`config.mk`:
```
export PLATFORM = sky130hd
export DESIGN_NAME = layer_write_ctrl
export DESIGN_NICKNAME = d
export VERILOG_FILES = /design/src/rtl/layer_pkg.sv /design/src/rtl/layer_write_ctrl_region_hit.sv /design/src/rtl/layer_write_ctrl.sv
export SDC_FILE = /design/constraint.sdc
export NUM_CORES = 1
export LEC_CHECK = 0
export CAP_MARGIN = 20
export CORE_UTILIZATION = 57
export CTS_CLUSTER_SIZE = 10
export DETAILED_ROUTE_END_ITERATION = 7
export GPL_ROUTABILITY_DRIVEN = 0
export PLACE_DENSITY_LB_ADDON = 0.05
export SLEW_MARGIN = 20
export SYNTH_ARGS = -nofsm -noshare
export SYNTH_HDL_FRONTEND = slang
export SYNTH_HIERARCHICAL = 1
export SYNTH_SLANG_ARGS = --single-unit
```
`constraint.sdc`:
```
create_clock -name clk -period 2.9 [get_ports clk]
set_input_delay 0.29 -clock clk [delete_from_list [all_inputs] [get_ports clk]]
set_output_delay 0.29 -clock clk [all_outputs]
set_load 0.05 [all_outputs]
```
`src/rtl/layer_pkg.sv`:
```
// Shared definitions for the layered framebuffer write controller.
// Contents:
//   - tool encodings presented on the 'tool' input
//   - rectangle capture FSM state enum
//   - clear sweep FSM state enum
//   - default brush edge lengths for brush_size 0..3
package layer_pkg;

   localparam logic [1:0] TOOL_PEN   = 2'b00;
   localparam logic [1:0] TOOL_ERASE = 2'b01;
   localparam logic [1:0] TOOL_RECT  = 2'b10;

   typedef enum logic [1:0] {
      R_IDLE   = 2'd0,
      R_DRAG   = 2'd1,
      R_WAIT   = 2'd2,
      R_COMMIT = 2'd3
   } rect_state_t;

   typedef enum logic [1:0] {
      C_IDLE  = 2'd0,
      C_WAIT  = 2'd1,
      C_SWEEP = 2'd2
   } clear_state_t;

   localparam int DEF_BRUSH_S0 = 4;
   localparam int DEF_BRUSH_S1 = 8;
   localparam int DEF_BRUSH_S2 = 16;
   localparam int DEF_BRUSH_S3 = 20;

endpackage

```
`src/rtl/layer_write_ctrl_region_hit.sv`:
```
// Combinational box membership test.
// The lower bounds are always inclusive. INCL_MAX selects whether the upper
// bounds are inclusive (rectangle corners) or exclusive (brush: start + size).
// Ports:
//   x, y        point under test
//   xmin, xmax  horizontal bounds
//   ymin, ymax  vertical bounds
//   hit         point lies inside the box
module region_hit #(
   parameter int W        = 11,
   parameter bit INCL_MAX = 1'b1
) (
   input  logic [W-1:0] x,
   input  logic [W-1:0] y,
   input  logic [W-1:0] xmin,
   input  logic [W-1:0] xmax,
   input  logic [W-1:0] ymin,
   input  logic [W-1:0] ymax,
   output logic         hit
);

   generate
      if (INCL_MAX) begin : g_incl
         assign hit = (x >= xmin) && (x <= xmax) && (y >= ymin) && (y <= ymax);
      end else begin : g_excl
         assign hit = (x >= xmin) && (x < xmax) && (y >= ymin) && (y < ymax);
      end
   endgenerate

endmodule

```
`src/rtl/layer_write_ctrl.sv`:
```
// Per-layer write-enable generator for the layered drawing framebuffer.
// Turns cursor/tool input into registered write enables for NUM_LAYERS layer
// RAMs, following the VGA scan position. Supports pen, eraser, a two-point
// rectangle committed on the following frame, and a frame-aligned full clear.
// Ports:
//   clk, reset_n           pixel clock, asynchronous active-low reset
//   video_on, x, y         scan position and active-area flag
//   cursor_x, cursor_y     brush top-left / rectangle capture point
//   brush_size             selects BRUSH_S0..BRUSH_S3
//   tool                   00 pen, 01 eraser, 10 rect, 11 no writes
//   pen_down               drawing button level
//   layer_sel              target layers
//   clear_req              single-cycle full clear request
//   we, wr_erase, wr_x, wr_y  registered write command (one cycle after scan)
//   rect_state             rectangle FSM state for cursor preview
//   busy                   clear pending/sweeping or rectangle commit pending
//   clear_done             pulse coinciding with the final clear write
module layer_write_ctrl
   import layer_pkg::*;
#(
   parameter int NUM_LAYERS = 3,
   parameter int COORD_W    = 10,
   parameter int H_RES      = 640,
   parameter int V_RES      = 480,
   parameter int BRUSH_S0   = DEF_BRUSH_S0,
   parameter int BRUSH_S1   = DEF_BRUSH_S1,
   parameter int BRUSH_S2   = DEF_BRUSH_S2,
   parameter int BRUSH_S3   = DEF_BRUSH_S3
) (
   input  logic                  clk,
   input  logic                  reset_n,
   input  logic                  video_on,
   input  logic [COORD_W-1:0]    x,
   input  logic [COORD_W-1:0]    y,
   input  logic [COORD_W-1:0]    cursor_x,
   input  logic [COORD_W-1:0]    cursor_y,
   input  logic [1:0]            brush_size,
   input  logic [1:0]            tool,
   input  logic                  pen_down,
   input  logic [NUM_LAYERS-1:0] layer_sel,
   input  logic                  clear_req,
   output logic [NUM_LAYERS-1:0] we,
   output logic                  wr_erase,
   output logic [COORD_W-1:0]    wr_x,
   output logic [COORD_W-1:0]    wr_y,
   output logic [1:0]            rect_state,
   output logic                  busy,
   output logic                  clear_done
);

   // One extra bit so cursor + brush size never wraps; the brush clips at
   // the screen edge instead of reappearing at column/row 0.
   localparam int XW = COORD_W + 1;
   localparam logic [COORD_W-1:0] X_LAST = COORD_W'(H_RES - 1);
   localparam logic [COORD_W-1:0] Y_LAST = COORD_W'(V_RES - 1);

   rect_state_t  r_state, r_state_next;
   clear_state_t c_state, c_state_next;

   logic               pen_q;
   logic [COORD_W-1:0] p1_x, p1_y, p1_x_next, p1_y_next;
   logic [COORD_W-1:0] box_xmin, box_xmax, box_ymin, box_ymax;
   logic [COORD_W-1:0] box_xmin_next, box_xmax_next, box_ymin_next, box_ymax_next;

   logic [NUM_LAYERS-1:0] we_next;
   logic                  wr_erase_next;
   logic                  clear_done_next;

   logic [XW-1:0] brush_s;
   logic          brush_hit, rect_hit;
   logic          fs, lp, pen_rise, pen_fall, is_rect_tool;
   logic          sweep_act, commit_act, brush_act;

   assign fs           = video_on && (x == '0) && (y == '0);
   assign lp           = video_on && (x == X_LAST) && (y == Y_LAST);
   assign pen_rise     = pen_down && !pen_q;
   assign pen_fall     = !pen_down && pen_q;
   assign is_rect_tool = (tool == TOOL_RECT);

   always_comb begin
      brush_s = XW'(BRUSH_S0);
      case (brush_size)
         2'd0:    brush_s = XW'(BRUSH_S0);
         2'd1:    brush_s = XW'(BRUSH_S1);
         2'd2:    brush_s = XW'(BRUSH_S2);
         default: brush_s = XW'(BRUSH_S3);
      endcase
   end

   region_hit #(.W(XW), .INCL_MAX(1'b0)) u_brush_hit (
      .x    ({1'b0, x}),
      .y    ({1'b0, y}),
      .xmin ({1'b0, cursor_x}),
      .xmax ({1'b0, cursor_x} + brush_s),
      .ymin ({1'b0, cursor_y}),
      .ymax ({1'b0, cursor_y} + brush_s),
      .hit  (brush_hit)
   );

   region_hit #(.W(XW), .INCL_MAX(1'b1)) u_rect_hit (
      .x    ({1'b0, x}),
      .y    ({1'b0, y}),
      .xmin ({1'b0, box_xmin}),
      .xmax ({1'b0, box_xmax}),
      .ymin ({1'b0, box_ymin}),
      .ymax ({1'b0, box_ymax}),
      .hit  (rect_hit)
   );

   // The WAIT->active transition happens on the frame-start pixel itself, so
   // that pixel (0,0) is already part of the sweep/commit frame.
   assign sweep_act  = video_on && ((c_state == C_SWEEP) || ((c_state == C_WAIT) && fs));
   // A clear request cancels the rectangle in the same cycle.
   assign commit_act = video_on && !clear_req &&
                       ((r_state == R_COMMIT) || ((r_state == R_WAIT) && fs && is_rect_tool));
   assign brush_act  = video_on && pen_down && brush_hit &&
                       (r_state == R_IDLE) && (c_state == C_IDLE) &&
                       ((tool == TOOL_PEN) || (tool == TOOL_ERASE));

   // Next-state and write-command logic
   always_comb begin
      c_state_next    = c_state;
      r_state_next    = r_state;
      p1_x_next       = p1_x;
      p1_y_next       = p1_y;
      box_xmin_next   = box_xmin;
      box_xmax_next   = box_xmax;
      box_ymin_next   = box_ymin;
      box_ymax_next   = box_ymax;
      we_next         = '0;
      wr_erase_next   = 1'b0;
      clear_done_next = 1'b0;

      case (c_state)
         C_IDLE:  if (clear_req) c_state_next = C_WAIT;
         C_WAIT:  if (fs)        c_state_next = C_SWEEP;
         C_SWEEP: if (lp)        c_state_next = C_IDLE;
         default:                c_state_next = C_IDLE;
      endcase

      if (clear_req) begin
         r_state_next = R_IDLE;
      end else begin
         case (r_state)
            R_IDLE: begin
               if (is_rect_tool && pen_rise) begin
                  p1_x_next    = cursor_x;
                  p1_y_next    = cursor_y;
                  r_state_next = R_DRAG;
               end
            end
            R_DRAG: begin
               if (!is_rect_tool) begin
                  r_state_next = R_IDLE;
               end else if (pen_fall) begin
                  box_xmin_next = (p1_x < cursor_x) ? p1_x : cursor_x;
                  box_xmax_next = (p1_x < cursor_x) ? cursor_x : p1_x;
                  box_ymin_next = (p1_y < cursor_y) ? p1_y : cursor_y;
                  box_ymax_next = (p1_y < cursor_y) ? cursor_y : p1_y;
                  r_state_next  = R_WAIT;
               end
            end
            R_WAIT: begin
               if (!is_rect_tool)  r_state_next = R_IDLE;
               else if (fs)        r_state_next = R_COMMIT;
            end
            default: begin
               if (lp) r_state_next = R_IDLE;
            end
         endcase
      end

      if (sweep_act) begin
         we_next         = '1;
         wr_erase_next   = 1'b1;
         clear_done_next = lp;
      end else if (commit_act) begin
         we_next       = rect_hit ? layer_sel : '0;
         wr_erase_next = 1'b0;
      end else if (brush_act) begin
         we_next       = layer_sel;
         wr_erase_next = (tool == TOOL_ERASE);
      end
   end

   always_ff @(posedge clk or negedge reset_n) begin
      if (!reset_n) begin
         c_state    <= C_IDLE;
         r_state    <= R_IDLE;
         pen_q      <= 1'b0;
         p1_x       <= '0;
         p1_y       <= '0;
         box_xmin   <= '0;
         box_xmax   <= '0;
         box_ymin   <= '0;
         box_ymax   <= '0;
         we         <= '0;
         wr_erase   <= 1'b0;
         wr_x       <= '0;
         wr_y       <= '0;
         clear_done <= 1'b0;
      end else begin
         c_state    <= c_state_next;
         r_state    <= r_state_next;
         pen_q      <= pen_down;
         p1_x       <= p1_x_next;
         p1_y       <= p1_y_next;
         box_xmin   <= box_xmin_next;
         box_xmax   <= box_xmax_next;
         box_ymin   <= box_ymin_next;
         box_ymax   <= box_ymax_next;
         we         <= we_next;
         wr_erase   <= wr_erase_next;
         wr_x       <= x;
         wr_y       <= y;
         clear_done <= clear_done_next;
      end
   end

   assign rect_state = r_state;
   assign busy       = (c_state != C_IDLE) || (r_state == R_WAIT) || (r_state == R_COMMIT);

endmodule

```
==> impl_metrics.py, run 1 <==
metrics = {
    "routing": {
        "final_antenna_net_count": 0,
        "drt-initial-drc-count": 556,
        "via_per_inst": 6.048,
        "first_pass_iters": 5,
        "wl_per_cell_um": 19.58,
        "wl_um": 19350,
        "via_count": 5975,
        "drc_errors": 0,
    },
    "setup_path": {
        "cp_data_arrival_time_ns": 3.52,
        "critPathSlowestCell": "or4_4",
        "critical_path_required_ns": 3.19,
        "critPathBufInv": 3,
        "cp_top_family": "simple AND/OR/NAND/NOR gates",
        "criticalPathCategory": "input pin to flip-flop",
        "cp-end-kind": "flip-flop",
        "critical-path-max-stage-delay_ns": 0.44,
        "crit_chain": "dlygate4sd2_1 > ha_4 > inv_2 > fa_2 > nor2b_4 > o21ai_2 > xnor2_1 > inv_1 > ha_4 > a21oi_2 > o21ai_1 > a21oi_2 > o32ai_2 > nor4_2 > nand2_1 > or4_4 > o21ai_4 > a21o_1",
        "start_kind": "input pin",
        "critical_path_peak_fanout": 3,
    },
    "sta": {
        "max_freq_mhz": 309.4,
        "relSlewSlack_pct": 64.62,
        "finalCritPeriodShare_pct": 111.5,
        "finalMaxSlewViolations": 0,
        "rsz0062_at_grt": "yes",
        "setup_viol": 4,
        "timing.hold.ws_ns": 0.4339,
        "tightest_slew_ns": 0.5307,
        "hold_viol_final": 0,
        "min_period_ns": 3.232,
        "worst_slack_ns": -0.3321,
        "skew_ns": 0.01001,
    },
    "logic_synthesis": {
        "synth-main-ff-cell": "dfrtp_1",
        "synth_seq_area_share_pct": 33.85,
        "async_flop_share_pct": 100.0,
        "yosysWarnings": 6,
        "synthTopCellsByArea": "dfrtp_1 34%, ha_1 21%, o221a_1 6.8%",
        "yosys-top-cells-count": "113 x ha_1, 113 x inv_1, 90 x dfrtp_1",
        "yosys.area.top_type": "dfrtp_1",
        "synth.distinct_cells": 49,
        "synth_edf_count": 0,
        "syn_area_um2": 6654,
        "synth_top_area_share_pct": 33.85,
        "synthCells": 688,
        "syn_area_per_cell_um2": 9.671,
        "ys_seq_elements": 90,
    },
    "cts": {
        "clock_latency_ns": 0.36,
        "htree_levels": 3,
        "cts.sinks": 90,
        "cts_made_buffers": 9,
        "clkSlewWorstSetupHoldPaths_ns": 0.07,
        "cts.root.buffer_cell": "clkbuf_16",
        "clockBufferDepth": 2,
        "cts_tree": "built",
    },
    "die": {
        "die_area_um2": 12110,
        "die_x_um": 110.0,
        "die_y_um": 110.0,
        "core_um2": 11420,
        "rows": 39,
        "pin_count": 80,
        "initial_core_util_pct": 58.27,
    },
    "power": {
        "switchingPower_mw": 1.205,
        "ir_worst_vdd_uv": 400.8,
        "internal_power_mw": 2.705,
        "clkPwrFrac_pct": 35.1,
        "pwr-share-seq_pct": 37.9,
        "p_comb_share_pct": 27.0,
        "total_power_mw": 3.911,
        "p_sw_share_pct": 30.82,
        "p_per_area_nw_per_um2": 448.5,
        "p_leak_nw": 4.093,
    },
    "layout": {
        "layout-drive-gt1-share_pct": 16.09,
        "stdcell_area_um2": 8720,
        "final_nets": 1007,
        "final_cells": 988,
        "syn_to_final_growth_pct": 31.05,
        "antenna_cells": 0,
    },
    "placement": {
        "portBuffers": 79,
        "placed_area_um2": 8185,
        "dp_cells": 969,
        "hpwl_um": 14560,
        "pre_cts_slack_ns": -1.173,
    },
    "grt": {
        "grt_start_max_net_pins": 53,
        "grt_use_total_pct": 33.50,
        "grt_pass1_wl_um": 30100,
        "grt_pass1_vias": 5870,
        "antenna_found_initial": 0,
        "grt_overflow": 0,
    },
    "job": {
        "drv_cap": 0,
    },
    "run_status": {
        "violations": "negative setup slack",
        "outcome": "complete, but fails checks",
    },
    "hold_path": {
        "hp-class": "input pin to flip-flop",
    },
}
kinds of logic (layout without fill, tap and decap cells):
logic type               count (synthesis)  count (layout)  synth area share [%]
AO/OA/AOI/OAI                          205             205                 23.39
buffers and inverters                  135             279                 8.067
AND/OR/NAND/NOR                        127             127                 10.72
adder cells (fa/ha/maj)                116             116                 22.00
flip-flops                              90              90                 33.85
XOR/XNOR                                12              12                 1.580
multiplexers                             2               2                0.3384
other                                    1              14               0.05636
final cells by class:
cell class	count	area [um2]
sequential	90	2252
clock inverter	6	113.9
fill	823	2699
clock buffer	10	229.0
inverter	113	436.7
timing repair buffer	150	1346
tap	143	178.9
multi-input combinational	476	4163
what timing repair did:
item,CTS,global route
hold buffers,1,0
pin swaps,14,19
resized for setup,22,20
setup endpoints to repair,4,4
endpoints found under the hold margin,38,0
buffers inserted,1,2
power by group through the flow:
stage	clock network (mW)	registers, mW	logic, mW
after floorplan	0	1.51	0.524
after global placement	0	1.49	0.929
after detailed placement	0	1.50	0.982
after CTS	1.38	1.47	1.00
after global routing	1.43	1.49	1.18
final	1.37	1.48	1.06
registers in the layout, indices dropped and copies added (netlist names):
name and count:
box_xmax 10, box_xmin 10, box_ymax 10, box_ymin 10
p1_x 10, p1_y 10, wr_x 10, wr_y 10
we 3, c_state 2, rect_state 2, clear_done 1
pen_q 1, wr_erase 1
metal layers:
| metal | wire, um | share of wire (%) | GRT usage (%) |
|---|---|---|---|
| met5 | 0 | 0 | 0 |
| met4 | 486 | 2.5 | 12.76 |
| met3 | 1547 | 8.0 | 5.467 |
| met1 | 8584 | 44 | 46.63 |
| met2 | 8729 | 45 | 52.19 |
layout by cell type (no fill, tap or decap), drive strengths merged, types with 6 or more instances in the layout:
master and instances:
nor2 11, xnor2 12, clkdlybuf4s50 72, inv 114, o22a 40, dfrtp 90, nand3 6, ha 113
nand4 17, o21ai 43, conb 14, buf 73, nor3 6, a21o 18, clkbuf 10, nand2 40
nor2b 9, o221a 40, nor4 7, a21oi 35
through the flow:
step | utilization (%) | TNS [ns]
after global routing | 76.36 | -1.864
final | 76.36 | -1.255
after CTS | 75.32 | -1.905
after global placement | 71.69 | -4.260
after detailed placement | 71.69 | -4.561
after floorplan | - | -0.8377
final timing paths:
| kind | start | end | slack [ns] | depth (start not counted) |
|---|---|---|---|---|
| setup / recovery | cursor_y[2] | we[0] | -0.33 | 18 |
| hold / removal | y[0] | wr_y[0] | 0.43 | 1 |
| setup reg to reg | box_ymax[8] | we[0] | 0.52 | 10 |
| hold reg to reg | c_state[1] | c_state[0] | 0.48 | 1 |
| max in group asynchronous | reset_n | p1_y[3] | 1.77 | 3 |
| min in group asynchronous | reset_n | wr_x[9] | 0.45 | 2 |
Power figures use the tool's default switching activity.
==> run 2, diff against run 1 <==
--- a/config.mk
+++ b/config.mk
@@ -6,7 +6,7 @@
 export NUM_CORES = 1
 export LEC_CHECK = 0
 export CAP_MARGIN = 20
-export CORE_UTILIZATION = 57
+export CORE_UTILIZATION = 47
 export CTS_CLUSTER_SIZE = 10
 export DETAILED_ROUTE_END_ITERATION = 7
 export GPL_ROUTABILITY_DRIVEN = 0
==> impl_metrics.py, run 2 (synthesized netlist as in run 1, its figures left out) <==
metrics = {
    "cts": {
        "clock_latency_ns": 0.34,
        "htree_levels": 3,
        "cts.root.buffer_cell": "clkbuf_16",
        "cts_made_buffers": 9,
        "cts.sinks": 90,
        "clkSlewWorstSetupHoldPaths_ns": 0.06,
        "clockBufferDepth": 2,
        "cts_tree": "built",
    },
    "die": {
        "rows": 43,
        "die_area_um2": 14640,
        "initial_core_util_pct": 48.12,
        "core_um2": 13830,
        "die_y_um": 121.0,
        "die_x_um": 121.0,
        "pin_count": 80,
    },
    "sta": {
        "finalCritPeriodShare_pct": 111.3,
        "worst_slack_ns": -0.3270,
        "relSlewSlack_pct": 64.78,
        "timing.hold.ws_ns": 0.4607,
        "skew_ns": 0.006552,
        "max_freq_mhz": 309.9,
        "tightest_slew_ns": 0.5266,
        "hold_viol_final": 0,
        "rsz0062_at_grt": "yes",
        "min_period_ns": 3.227,
        "finalMaxSlewViolations": 0,
        "setup_viol": 4,
        "setup_tns_ns": -1.234,
    },
    "placement": {
        "hpwl_um": 14940,
        "portBuffers": 79,
        "dp_cells": 1014,
        "pre_cts_slack_ns": -1.210,
    },
    "job": {
        "drv_cap": 0,
    },
    "setup_path": {
        "start_kind": "input pin",
        "cp_top_family": "simple AND/OR/NAND/NOR gates",
        "critical-path-max-stage-delay_ns": 0.60,
        "crit_chain": "clkdlybuf4s50_1 > ha_4 > nor2b_2 > buf_4 > o21ai_2 > xnor2_1 > inv_1 > ha_4 > a21oi_2 > o21ai_1 > a21oi_1 > o32ai_2 > nor4_2 > nand2_1 > or4_4 > o21ai_4 > a21o_1",
        "criticalPathCategory": "input pin to flip-flop",
        "critPathSlowestCell": "clkdlybuf4s50_1",
        "critical_path_required_ns": 3.18,
        "cp-end-kind": "flip-flop",
        "critPathBufInv": 3,
        "cp_data_arrival_time_ns": 3.51,
        "critical_path_peak_fanout": 3,
        "cpMostUsedCell": "ha_4",
    },
    "layout": {
        "layout-drive-gt1-share_pct": 15.18,
        "final_cells": 1030,
        "final_nets": 1013,
        "syn_to_final_growth_pct": 30.16,
        "most-common-layout-cells": "110 x inv_1, 105 x ha_1, 90 x dfrtp_1",
        "final_common_cell": "inv_1",
        "antenna_cells": 0,
    },
    "routing": {
        "wl_per_cell_um": 18.43,
        "drt-initial-drc-count": 391,
        "via_per_inst": 5.728,
        "wl_um": 18980,
        "final_antenna_net_count": 0,
        "drc_errors": 0,
        "via_count": 5900,
        "first_pass_iters": 5,
    },
    "grt": {
        "grt_overflow": 0,
        "grt_start_max_net_pins": 54,
        "antenna_found_initial": 0,
        "grt_pass1_wl_um": 30470,
        "grt_use_total_pct": 27.43,
        "grt_pass1_vias": 5820,
    },
    "power": {
        "p_per_area_nw_per_um2": 415.1,
        "p_leak_nw": 4.070,
        "ir_worst_vdd_uv": 376.8,
    },
    "hold_path": {
        "hp-class": "input pin to asynchronous set/reset pin",
    },
    "run_status": {
        "outcome": "complete, but fails checks",
        "violations": "negative setup slack",
    },
}
[run 2: power breakdown]
part	total [mW]	switching [mW]	leakage (nW)	internal (mW)
sequential	1.48	0.124	1.17	1.36
clock	1.08	0.482	0.130	0.601
combinational	1.03	0.537	2.77	0.491
total	3.60	1.14	4.07	2.45
[run 2: metal layers]
layer / vias to the layer above / track usage [%] / wire length, um
met5: - / 0 / 0
met4: 0 / 10.26 / 401
met3: 24 / 3.289 / 927
met2: 163 / 42.61 / 8462
met1: 2893 / 38.97 / 9187
li1: 2820 / - / -
[run 2: cell type report]
type	count	area, um2
Clock buffer	13	250.2
Clock inverter	2	13.76
Fill cell	1147	5166
Inverter	113	436.7
Multi-Input combinational cell	476	4095
Sequential cell	90	2252
Tap cell	180	225.2
Timing Repair Buffer	156	1388
[run 2: path summary, 6_finish.rpt]
| check | slack [ns] | cells after the start | from | endpoint |
|---|---|---|---|---|
| min in group clk | 0.46 | 1 | c_state[1] | c_state[0] |
| max in group asynchronous | 1.77 | 3 | reset_n | p1_y[9] |
| max reg2reg | 0.58 | 10 | box_ymax[8] | we[2] |
| min | 0.46 | 2 | reset_n | wr_x[4] |
| min reg2reg | 0.46 | 1 | c_state[1] | c_state[0] |
| max | -0.33 | 17 | cursor_x[4] | we[2] |
[run 2: worst register-to-register path: stages (launching register included)]
cell and delay, ns:
dfrtp_1 0.36, inv_1 0.05, ha_1 0.30, a21oi_2 0.14
o21ai_1 0.09, or4_1 0.50, nand3_1 0.11, and4_1 0.21
nand4b_1 0.16, o21ai_4 0.21, a21o_1 0.13
[run 2: repair_timing]
item,4_1_cts,5_1_grt
resized for setup,27,5
cloned,0,0
hold endpoints to repair,37,0
endpoints found under the setup margin,4,4
setup buffers,1,0
hold buffers,1,0
pin swaps,17,11
[run 2: through the flow]
step	instance area (um2)	util [%]	power (mW)
after floorplan	6805	-	2.035
after global placement	8292	59.97	2.443
after detailed placement	8292	59.97	2.497
after CTS	8652	62.57	3.599
after global routing	8661	62.64	3.793
final	8661	62.64	3.595
==> run 3, diff against run 2 <==
--- a/config.mk
+++ b/config.mk
@@ -10,7 +10,9 @@
 export CTS_CLUSTER_SIZE = 10
 export DETAILED_ROUTE_END_ITERATION = 7
 export GPL_ROUTABILITY_DRIVEN = 0
+export GPL_TIMING_DRIVEN = 0
 export PLACE_DENSITY_LB_ADDON = 0.05
+export SETUP_SLACK_MARGIN = 0.15
 export SLEW_MARGIN = 20
 export SYNTH_ARGS = -nofsm -noshare
 export SYNTH_HDL_FRONTEND = slang
==> impl_metrics.py, run 3 (synthesized netlist as in run 1, its figures left out) <==
metrics = {
    "run_status": {
        "outcome": "complete, but fails checks",
        "violations": "negative setup slack",
    },
    "grt": {
        "antenna_found_initial": 0,
        "grt_overflow": 0,
        "grt_start_max_net_pins": 57,
        "grt_use_total_pct": 27.16,
        "grt_pass1_wl_um": 30170,
        "grt_pass1_vias": 5578,
    },
    "cts": {
        "cts.root.buffer_cell": "clkbuf_16",
        "clkSlewWorstSetupHoldPaths_ns": 0.07,
        "cts.sinks": 90,
        "htree_levels": 3,
        "clockBufferDepth": 2,
        "clock_latency_ns": 0.35,
        "cts_tree": "built",
        "cts_made_buffers": 9,
    },
    "hold_path": {
        "hp-class": "input pin to flip-flop",
        "min_delay_path_depth": 2,
        "worstHoldEndpoint": "box_xmin[3]",
        "holdCritStartpoint": "cursor_x[3]",
    },
    "sta": {
        "finalCritPeriodShare_pct": 106.9,
        "rsz0062_at_grt": "yes",
        "max_freq_mhz": 322.6,
        "relSlewSlack_pct": 47.44,
        "hold_viol_final": 0,
        "min_period_ns": 3.100,
        "tightest_slew_ns": 0.7813,
        "timing.hold.ws_ns": 0.3441,
        "setup_tns_ns": -0.7403,
        "finalMaxSlewViolations": 0,
        "worst_slack_ns": -0.1999,
        "skew_ns": 0.006813,
        "setup_viol": 4,
    },
    "setup_path": {
        "start_kind": "input pin",
        "criticalPathCategory": "input pin to flip-flop",
        "cp_data_arrival_time_ns": 3.40,
        "reg2reg_slack_ns": 0.41,
        "cp-end-kind": "flip-flop",
        "ff2ff_path_depth": 5,
        "critical_path_required_ns": 3.20,
        "timing.rr.end": "box_ymin[5]",
        "r2r_start": "rect_state[1]",
        "critical_path_peak_fanout": 3,
    },
    "layout": {
        "fillers": 1176,
        "antenna_cells": 0,
        "layout-drive-gt1-share_pct": 9.102,
        "final_common_cell": "inv_1",
        "final_nets": 964,
        "final_cells": 982,
        "most-common-layout-cells": "110 x inv_1, 103 x ha_1, 90 x dfrtp_1",
        "stdcell_area_um2": 8288,
        "syn_to_final_growth_pct": 24.56,
    },
    "routing": {
        "via_count": 5670,
        "wl_per_cell_um": 19.26,
        "first_pass_iters": 5,
        "wl_um": 18910,
        "via_per_inst": 5.774,
        "drc_errors": 0,
        "final_antenna_net_count": 0,
        "drt-initial-drc-count": 365,
    },
    "die": {
        "die_y_um": 121.0,
        "initial_core_util_pct": 48.12,
        "die_area_um2": 14640,
        "rows": 43,
        "core_um2": 13830,
        "die_x_um": 121.0,
        "pin_count": 80,
    },
    "placement": {
        "placed_area_um2": 7850,
        "dp_cells": 961,
        "hpwl_um": 14700,
        "portBuffers": 79,
    },
    "power": {
        "p_leak_nw": 3.799,
        "p_per_area_nw_per_um2": 431.4,
        "ir_worst_vdd_uv": 239.0,
    },
    "job": {
        "drv_cap": 0,
    },
}
==> run 3: changes by cell type in the layout (fill, tap and decap cells not counted), moves of 3 or more <==
cell / change
a21oi_1: -3
clkdlybuf4s15_2: +3
buf_4: -72
clkbuf_2: +3
clkbuf_1: +15
buf_6: +5
==> run 3: area by class of cell <==
class / count / area, um2 / share of cell area (%)
Tap cell: 180 / 225.2 / 2.717
Buffer: 22 / 115.1 / 1.389
Sequential cell: 90 / 2252 / 27.17
Multi-Input combinational cell: 476 / 4120 / 49.71
Inverter: 113 / 436.7 / 5.269
Clock buffer: 11 / 232.7 / 2.808
Clock inverter: 5 / 38.79 / 0.4680
Timing Repair Buffer: 85 / 867.1 / 10.46
==> run 3: how the worst max path moves through the flow <==
stage	slack, ns	end	cells after the start	startpoint
2_1_floorplan	-0.23	we[0]	19	brush_size[0]
3_3_place_gp	-1.86	p1_y[1]	1	reset_n
3_5_place_dp	-1.33	we[0]	18	brush_size[0]
4_1_cts	-0.31	we[0]	20	brush_size[0]
5_1_grt	-0.37	we[0]	20	brush_size[0]
6_report	-0.20	we[0]	20	brush_size[0]
==> run 3: routing by layer <==
metal	up-vias	part of all wire [%]	GRT usage, %	wire length [um]
li1	2728	-	-	-
met1	2739	49	39.29	9192
met2	184	44	41.32	8348
met3	19	5.8	3.571	1088
met4	0	1.5	9.722	284
met5	-	0	0	0
==> run 3: through the flow <==
step	worst slack, ns	power, mW	utilization [%]
after floorplan	-0.2274	2.035	-
after global placement	-1.864	2.367	56.57
after detailed placement	-1.334	2.424	56.77
after CTS	-0.3086	3.557	59.46
after global routing	-0.3667	3.784	59.94
final	-0.1999	3.575	59.94
==> run 3: where the power goes <==
part,internal [mW],switching (mW)
combinational,0.445,0.533
sequential,1.36,0.125
clock,0.588,0.525
total,2.39,1.18
==> run 3: repair_timing <==
action	CTS	global route
pin swaps	14	10
gates resized for setup	38	13
endpoints found under the hold margin	34	0
buffers inserted	4	0
hold buffers	1	0
setup endpoints to repair	4	24
==> run 3: worst max-delay path, stage by stage <==
cell and delay [ns]:
buf_12 0.10, inv_12 0.03, ha_4 0.29, ha_4 0.14, inv_2 0.04, fa_2 0.39, nor2b_4 0.14, o21ai_2 0.06
xnor2_1 0.15, inv_1 0.10, ha_4 0.22, a21oi_2 0.12, o21ai_1 0.08, a21oi_2 0.14, o32ai_2 0.11, nor4_2 0.27
nand2_1 0.09, or4_4 0.44, o21ai_4 0.09, a21o_1 0.13
